**src/rtl/window_scan_ctrl.sv**
```systemverilog
// Frame sequencer between the HOG block normalizer and the detection-window classifier.
// Walks the block raster, strobes the block line buffer and raises one window per interior block.
module window_scan_ctrl #(
    parameter int BLOCK_COLS = 40,
    parameter int BLOCK_ROWS = 30,
    parameter int WIN_COLS   = 4,
    parameter int WIN_ROWS   = 8,
    localparam int XW   = $clog2(BLOCK_COLS),
    localparam int YW   = $clog2(BLOCK_ROWS),
    localparam int NWIN = (BLOCK_COLS - WIN_COLS + 1) * (BLOCK_ROWS - WIN_ROWS + 1),
    localparam int CW   = $clog2(NWIN + 1)
) (
    input  logic          clk,
    input  logic          rst,
    input  logic          frame_start,
    input  logic          frame_abort,
    input  logic          in_valid,
    output logic          in_ready,
    output logic          buf_push,
    output logic          win_valid,
    input  logic          win_ready,
    output logic [XW-1:0] win_x,
    output logic [YW-1:0] win_y,
    output logic [CW-1:0] win_count,
    output logic          busy,
    output logic          frame_done
);

    // Both handshakes (in_valid/in_ready, win_valid/win_ready) transfer on a cycle where
    // valid and ready are both high; valid never depends on ready, and a raised win_valid
    // keeps its coordinates stable until it is taken.

    typedef enum logic [1:0] {
        IDLE  = 2'd0,
        SCAN  = 2'd1,
        DRAIN = 2'd2,
        DONE  = 2'd3
    } state_t;

    localparam logic [XW-1:0] COL_LAST = XW'(BLOCK_COLS - 1);
    localparam logic [YW-1:0] ROW_LAST = YW'(BLOCK_ROWS - 1);
    localparam logic [XW-1:0] X_OFS    = XW'(WIN_COLS - 1);
    localparam logic [YW-1:0] Y_OFS    = YW'(WIN_ROWS - 1);
    localparam logic [CW-1:0] CNT_MAX  = CW'(NWIN);

    state_t          state;
    state_t          state_next;
    logic [XW-1:0]   blk_col;
    logic [YW-1:0]   blk_row;
    logic            accept;
    logic            last_blk;
    logic            completes;

    always_comb begin
        in_ready   = (state == SCAN) && (!win_valid || win_ready);
        accept     = in_valid && in_ready;
        buf_push   = accept;
        last_blk   = (blk_col == COL_LAST) && (blk_row == ROW_LAST);
        // A window's bottom-right block has just arrived, so the whole window is buffered.
        completes  = accept && (blk_col >= X_OFS) && (blk_row >= Y_OFS);
        busy       = (state != IDLE);
        frame_done = (state == DONE);

        state_next = state;
        case (state)
            IDLE:    if (frame_start) state_next = SCAN;
            SCAN:    if (accept && last_blk) state_next = DRAIN;
            DRAIN:   if (win_valid && win_ready) state_next = DONE;
            DONE:    state_next = IDLE;
            default: state_next = IDLE;
        endcase
        if (frame_abort) state_next = IDLE;
    end

    always_ff @(posedge clk) begin
        if (rst) begin
            state     <= IDLE;
            blk_col   <= '0;
            blk_row   <= '0;
            win_valid <= 1'b0;
            win_x     <= '0;
            win_y     <= '0;
            win_count <= '0;
        end else begin
            state <= state_next;
            if (frame_abort) begin
                // Coordinates and win_count are left as they were for post-mortem reads.
                blk_col   <= '0;
                blk_row   <= '0;
                win_valid <= 1'b0;
            end else begin
                if (state == IDLE && frame_start) begin
                    blk_col   <= '0;
                    blk_row   <= '0;
                    win_count <= '0;
                end
                if (accept) begin
                    if (blk_col == COL_LAST) begin
                        blk_col <= '0;
                        blk_row <= blk_row + 1'b1;
                    end else begin
                        blk_col <= blk_col + 1'b1;
                    end
                end
                if (completes) begin
                    win_valid <= 1'b1;
                    win_x     <= blk_col - X_OFS;
                    win_y     <= blk_row - Y_OFS;
                    if (win_count != CNT_MAX) win_count <= win_count + 1'b1;
                end else if (win_valid && win_ready) begin
                    win_valid <= 1'b0;
                end
            end
        end
    end

endmodule

```
**config.mk**
```make
export PLATFORM = sky130hd
export DESIGN_NAME = window_scan_ctrl
export DESIGN_NICKNAME = d
export VERILOG_FILES = /design/src/rtl/window_scan_ctrl.sv
export SDC_FILE = /design/constraint.sdc
export NUM_CORES = 1
export LEC_CHECK = 0
export ABC_AREA = 1
export ABC_CLOCK_PERIOD_IN_PS = 1400
export CAP_MARGIN = 20
export CORE_MARGIN = 10
export CORE_UTILIZATION = 35
export DETAILED_ROUTE_END_ITERATION = 16
export HOLD_SLACK_MARGIN = 0.05
export PLACE_DENSITY = 0.68
export SYNTH_ARGS = -nofsm -noshare
export SYNTH_HDL_FRONTEND = slang
export SYNTH_SLANG_ARGS = --single-unit
```
**constraint.sdc**
```tcl
create_clock -name clk -period 1.4 [get_ports clk]
set_input_delay 0.28 -clock clk [delete_from_list [all_inputs] [get_ports clk]]
set_output_delay 0.28 -clock clk [all_outputs]
set_load 0.03 [all_outputs]
```
# ---- Word level (Yosys, flattened, before mapping)
# Cells that the tools add are included.
dict set report totals {
  regBits 35
  output_inout_bits 26
  wordCells 56
}
dict set report classes {
  addsub 5
  order_cmp 2
  eq_ne 9
  mux 15
  bitwise 1
  n_reduce_logical 17
}
# operator n
set ops {}
lappend ops {{10-bit two-way mux} 3}
lappend ops {{6-bit two-way mux} 3}
lappend ops {{5-bit two-way mux} 3}
lappend ops {{10-bit by 1-bit adder with 10-bit output, second input constant} 1}
lappend ops {{10-bit inequality test, second input constant} 1}
lappend ops {{1-bit logical AND} 8}
lappend ops {{2-bit one-hot mux with 4 select lines} 1}
lappend ops {{6-bit by 1-bit adder with 6-bit output, second input constant} 1}
lappend ops {{6-bit equality test, second input constant} 1}
lappend ops {{6-bit by 2-bit >= comparator with 1-bit output, second input constant} 1}
lappend ops {{2-bit two-way mux} 3}
lappend ops {{2-bit nonzero test} 3}
lappend ops {{6-bit by 2-bit subtractor with 6-bit output, second input constant} 1}
lappend ops {{5-bit by 1-bit adder with 5-bit output, second input constant} 1}
lappend ops {{5-bit equality test, second input constant} 1}
lappend ops {{5-bit by 3-bit >= comparator with 1-bit output, second input constant} 1}
lappend ops {{5-bit by 3-bit subtractor with 5-bit output, second input constant} 1}
lappend ops {{2-bit equality test, second input constant} 2}
lappend ops {{2-bit inequality test, second input constant} 2}
lappend ops {{3-bit AND reduction} 1}
lappend ops {{2-bit by 1-bit equality test with 1-bit output, second input constant} 1}
lappend ops {{2-bit zero test} 1}
lappend ops {{1-bit two-way mux} 2}
lappend ops {{2-bit by 1-bit inequality test with 1-bit output, second input constant} 1}
lappend ops {{other kinds (5)} 5}

# ---- Logic depth before layout (Yosys ltp)
dict set report logic_depth {
  depth_word 7
  ltp_mapped 11
  depth_no_buf 11
}

# ---- Least setup slack after synthesis
# Ideal clock, no wire load.
dict set report synth_path {
  path_type {register -> register}
  startpoint {register win_count[1]}
  endpoint {register win_count[4]}
  setup_time_ns 0.070
  arrival_ns 1.608
  required_time_ns 1.330
  path_slack_ns -0.278
  stages_incl_launch_ff 10
  period_less_slack_ns 1.678
  cell_sequence {dfxtp_1 > ha_1 > inv_1 > nor2_1 > nand4_1 > nand3_2 > nand2_2 > nand2_2 > nand2_1 > a21oi_1}
}
dict set report synth_via {
  elab_chain_len 3
}
# element line
set synth_rtl {}
lappend synth_rtl {{from (decl)} 24} ;# output logic [CW-1:0] win_count,
lappend synth_rtl {{from (signal assigned)} 109} ;# if (win_count != CNT_MAX) win_count <= win_count + 1'b1;
lappend synth_rtl {{10-bit by 1-bit adder with 10-bit output / 10-bit inequality test (equally long branches)} 109}
lappend synth_rtl {{10-bit two-way mux (*)} 109}
lappend synth_rtl {{10-bit two-way mux (*)} 105} ;# if (completes) begin
# Mark *: on every way between the ends. The rest lies on a longest branch, timed or not.
# A chain may end at the register's enable or synchronous reset.

# ---- Worst setup path after layout
dict set report layout_path {
  startpoint {register blk_col[0]}
  endpoint {register win_count[5]}
}
dict set report layout_via {
  elab_chain_len 4
}
# element line
set layout_rtl {}
lappend layout_rtl {{from (decl)} 48} ;# logic [XW-1:0] blk_col;
lappend layout_rtl {{from (signal assigned)} 102} ;# blk_col <= blk_col + 1'b1;
lappend layout_rtl {{6-bit by 2-bit >= comparator with 1-bit output} 60} ;# completes = accept && (blk_col >= X_OFS) && (blk_row >= Y_OFS);
lappend layout_rtl {{1-bit logical AND (2 in a row)} 60}
lappend layout_rtl {{10-bit two-way mux} 105}
# No other way between the ends.

==> metrics.txt <==
DR WL/cell about 14 um; final cell count without fillers 449; WHS approximately 0.46 ns; Post-Syn Nets between 200 and 300; total gr overflow 0; Finish-stage setup viols 33; met1 Usage GRT 0.161; DR vias ~2,200; RSZ-0062 raised after global routing yes; startpoint types flip-flop; Slew @ Worst Pin ~0.32 ns; Reg clk slew, reported paths about 0.07 ns; Largest delay share family, worst path simple AND/OR/NAND/NOR gates; Mapped Avg Cell Area roughly 7.3 um^2; synth warn 0; pre-CTS setup slack -0.467 ns; top cell type by total area after synthesis dfxtp_1; Initial Util 0.364; die height around 96 um; Hold Crit Class reg2reg; first-pass GRT wire length 9770 um; Starting DRT DRC Count around 150; period utilization 1.09; Post-DP HPWL around 4400 um; CP Capture Type flip-flop; GR Util met3 0.0428; vias in the first global route between 2,000 and 2,500; M2 GR Usage 0.217; WP buf/inv 3; Placed Cells approximately 430; FMAX approximately 660 MHz; pwr/cell area about 640 nW/um^2; Final Skew roughly 0.0081 ns; die width 95.9 um; Post-synth EDFFs 0; via/cell ratio about 5; P&R area growth vs syn 65.4%; top cells by count, synth 45 x nand2_1, 38 x nor2_1, 35 x dfxtp_1; asr flop ratio synth 0; First-pass DRT Iterations 4; PnR worst setup slack -0.122 ns; Crit-path slowest cell dfxtp_4; number of nets with antenna violations after routing 0; deepest clock path buffer count 2; WP data arrival 1.72 ns; Most used DFF post-synth dfxtp_1; antenna violations before repair 0; CP Class reg2reg; gpl congestion about 0.89; status complete, but fails checks; final WL 6120 um; Max-Cap Viols 0; post-synth top area share 0.348; clock root cell clkbuf_8; GR peak layer met2; Hold Violations, Final 0; H-tree lvl count 2; DIE AREA a little over 9000 um^2; Slew Limit Fails 0; Worst-Skew Late Latency 0.29 ns; Pwr Total ~2.1 mW; total track usage 0.133; crit path cell chain ha_4, nor2_4, nand2_2, nor2_4, nor2_8, nand2_4, buf_6, inv_2, nand2_1, nand3_1, nand2_1, inv_1; share of cells above drive strength 1 0.448; final core utilization 0.601; CTS sink count 35; io pins 32; CTS tree built; failing checks setup timing; # rows 27; mapped cell area just over 2000 um^2; Worst slew margin 0.787; Core ar. 5540 um^2; most common cell in the synthesized netlist nand2_1; Crit path largest cell delay ~0.38 ns; WP data required roughly 1.6 ns; port bufs 31; ant diodes 0; largest net degree at the start of global routing 11; TritonCTS Buffers 5; fin crit period 1.52 ns; critical-path maximum fanout 6; cts hold-fix bufs 0; Worst VDD drop 659 uV; Residual DRC 0; synth unique cells 34; Final nets between 300 and 400; Post-Syn Instances around 280; number of synthesized register bits 35; synth top area cells dfxtp_1 35%, nand2_1 8.4%, nor2_1 7.1%, inv_1 6.1%, ha_1 5.6%; P_leak between 1.5 and 2 nW; post-synthesis sequential area ratio 0.348
-- metal layers --
metal	up-vias	wire [um]
li1	1115	-
met1	1020	2610
met2	74	2930
met3	12	483
met4	0	93
met5	-	0
-- final timing paths --
check                   from      endpoint  slack, ns  cells past startpoint
hold reg to reg     win_x[5]      win_x[5]       0.46                      2
setup / recovery  blk_col[0]  win_count[5]      -0.12                     12
setup reg to reg  blk_col[0]  win_count[5]      -0.12                     12
hold / removal      win_x[5]      win_x[5]       0.46                      2
-- sequential cells by signal, indices dropped and copies added (netlist names) --
name / flops
win_x: 6
win_y: 5
blk_col: 6
blk_row: 5
win_count: 10
win_valid: 1
state: 2
-- what timing repair did --
| item | 4_1_cts | 5_1_grt |
|---|---|---|
| gates resized for setup | 84 | 28 |
| setup endpoints to repair | 58 | 41 |
| pin swaps | 17 | 19 |
| setup buffers | 10 | 7 |
| cloned | 1 | 0 |
-- power by group --
| part | total [mW] | internal [mW] | switching, mW |
|---|---|---|---|
| clock network | 0.832 | 0.450 | 0.383 |
| registers | 1.01 | 0.996 | 0.0109 |
| logic | 0.293 | 0.133 | 0.160 |
| total | 2.13 | 1.58 | 0.554 |
-- kinds of logic (layout without fill, tap and decap cells) --
group                    Yosys count  in the layout  share of synthesized area
adder cells (fa/ha/maj)            9              9                     0.0559
flip-flops                        35             35                      0.348
buffers and inverters             41            142                     0.0876
XOR/XNOR                          10             10                     0.0435
AND/OR/NAND/NOR                  130            131                      0.317
AO/OA/AOI/OAI                     50             50                      0.148
-- layout make-up --
cell class | instances | area, um^2
fillers | 495 | 2210
multi-input cells | 200 | 1390
repair buffers | 100 | 880
flip-flops and latches | 35 | 726
inverters | 34 | 145
clock buffers | 8 | 100
well taps | 72 | 90.1
-- metrics by stage --
step	instance area (um^2)	TNS (ns)
after global placement	2850	-12.40
after detailed placement	2850	-13.15
after global routing	3330	-5.55
final	3330	-2.48
after floorplan	2080	-0.242
after CTS	3180	-2.26
-- worst min-delay path, cell delays in order, from the launching register on --
cell,delay [ns]
dfxtp_1,0.32
nand2_2,0.06
a21oi_2,0.04
-- placed cells by master, fill, tap and decap left out, drive strengths merged --
| master | synthesis | routed |
|---|---|---|
| xor2 | 10 | 10 |
| clkdlybuf4s50 | 0 | 3 |
| inv | 34 | 33 |
| a22oi | 2 | 2 |
| o2111ai | 1 | 1 |
| nor2 | 43 | 44 |
| o21ai | 17 | 17 |
| o211ai | 1 | 1 |
| dlygate4sd2 | 0 | 17 |
| o21bai | 1 | 1 |
| nor3 | 1 | 1 |
| and3 | 2 | 2 |
| a211oi | 3 | 3 |
| buf | 4 | 76 |
| clkdlybuf4s15 | 0 | 3 |
| clkinv | 0 | 1 |
| clkbuf | 3 | 9 |
| nand3 | 24 | 24 |
| nand4 | 7 | 7 |
| a21oi | 25 | 25 |
| and2 | 1 | 1 |
| nand2 | 50 | 50 |
| ha | 9 | 9 |
| or2 | 2 | 2 |
| dfxtp | 35 | 35 |
(Power assumes the default switching activity.)
==> RTL change (config.mk and constraints unchanged) <==
Set the parameter `WIN_ROWS` to 4 (it was 8).
--- a/src/rtl/window_scan_ctrl.sv
+++ b/src/rtl/window_scan_ctrl.sv
@@ -4,7 +4,7 @@
     parameter int BLOCK_COLS = 40,
     parameter int BLOCK_ROWS = 30,
     parameter int WIN_COLS   = 4,
-    parameter int WIN_ROWS   = 8,
+    parameter int WIN_ROWS   = 4,
     localparam int XW   = $clog2(BLOCK_COLS),
     localparam int YW   = $clog2(BLOCK_ROWS),
     localparam int NWIN = (BLOCK_COLS - WIN_COLS + 1) * (BLOCK_ROWS - WIN_ROWS + 1),
Check against the original RTL: same outputs for any inputs over 10 cycles, from zero or initial values and one cycle with rst high; that may be too few to reach the edited logic, so the function may still have changed.
==> RTL change against the unedited design <==
  * The run still ends with setup timing left
  * Synthesized area is 0.62% higher
  * First-iteration DRC count is 22% lower
  * Worst setup slack worse by 0.032 ns
  * Power is 14% higher
  * Sequential cell count stayed put
  * Cell count is 2.7% higher
  * Critical path depth is 6 lower
  * Design area is 2.0% higher
  * Wire length is 11% higher
==> RTL change: results (changes against the unedited design) <==
[status]
status=complete, but fails checks
violations=setup timing

[layout]
fill_cells=443  ; -11%
fin_cells=461  ; +2.7%
nNetsFinal=403  ; +3.1%
layout-drive-gt1-share_pct=47.8  ; +3.0 points

[synth]
yosys-top-cells-area=dfxtp_1, nand2_1, inv_1, a21oi_1, ha_1
synth_commonest_cells=nand2_1, inv_1, dfxtp_1
ys_types=29  ; -15%
synth_cells=287  ; +4.4%

[place]
placed_cells=431  ; +1.2%
pre_cts_ws_ns=-0.421  ; +0.0463 ns

[power_and_ir_drop]
p_per_area_mw_per_mm2=715  ; +12%
power.share.clock_pct=46.1  ; +7.1 points
p_leak_nw=1.51  ; -1.7%
p_comb_uw=302  ; +3%
power.net_switching_uw=588  ; +6.2%

[timing]
slew_headroom_pct=76.9  ; -1.8 points
whs_ns=0.462  ; +0.000342 ns
finalSetupViolCount=32  ; -3.0%
timing.final.ws_setup_ns=-0.153  ; -0.0316 ns

[worst_setup_path]
cp-startpoint=state[1]$_SDFFE_PP0P_
critPathMaxFanout=3  ; -3
reg2reg_from=blk_col[1]$_SDFFE_PP0P_
crit_end=buf_push
slowest_stage=dfxtp_2
regToRegSetupSlack_ns=-0.14  ; -0.02 ns
cp_slowest_stage_delay_ns=0.32  ; -0.06 ns

[drt]
vias=2284  ; +2.8%
wire_per_inst_um=14.7  ; +8.0%

[global_route]
grt_pass1_wl_mm=9.89  ; +1.2%
grt.total_usage_pct=13.4  ; +0.082 points

[clock_tree]
cts_resized=81  ; -3.6%
postCtsSetupRepairBufs=11  ; +1

-- RTL change: logic make-up (layout without fill, tap and decap cells) --
family                     Yosys count  count (layout)  share of synthesized area [%]
xor gates and xnor gates            11              11                           4.75
AOI/OAI and AO/OA                   50              50                           13.0
and+or+nand+nor                    137             138                           31.9
DFF                                 35              35                           34.6
adders and majority gates            9               9                           5.56
buffers and inverters               45             146                           10.2
-- RTL change: cell type report --
cell class                      count  area [um2]  area share [%]
Clock buffer                        6        72.6            2.13
Clock inverter                      2        60.1            1.77
Multi-Input combinational cell    208        1440            42.5
Tap cell                           72        90.1            2.65
Sequential cell                    35         733            21.6
Timing Repair Buffer              101         853            25.1
Inverter                           37         146            4.31
-- RTL change: per-layer routing --
metal  up-vias  global-route usage [%]  wire, um
li1       1124                       -         -
met2        74                    25.0      3610
met4         0                    5.53       240
met3        26                    2.72       348
met5         -                       0         0
met1      1060                    14.2      2590
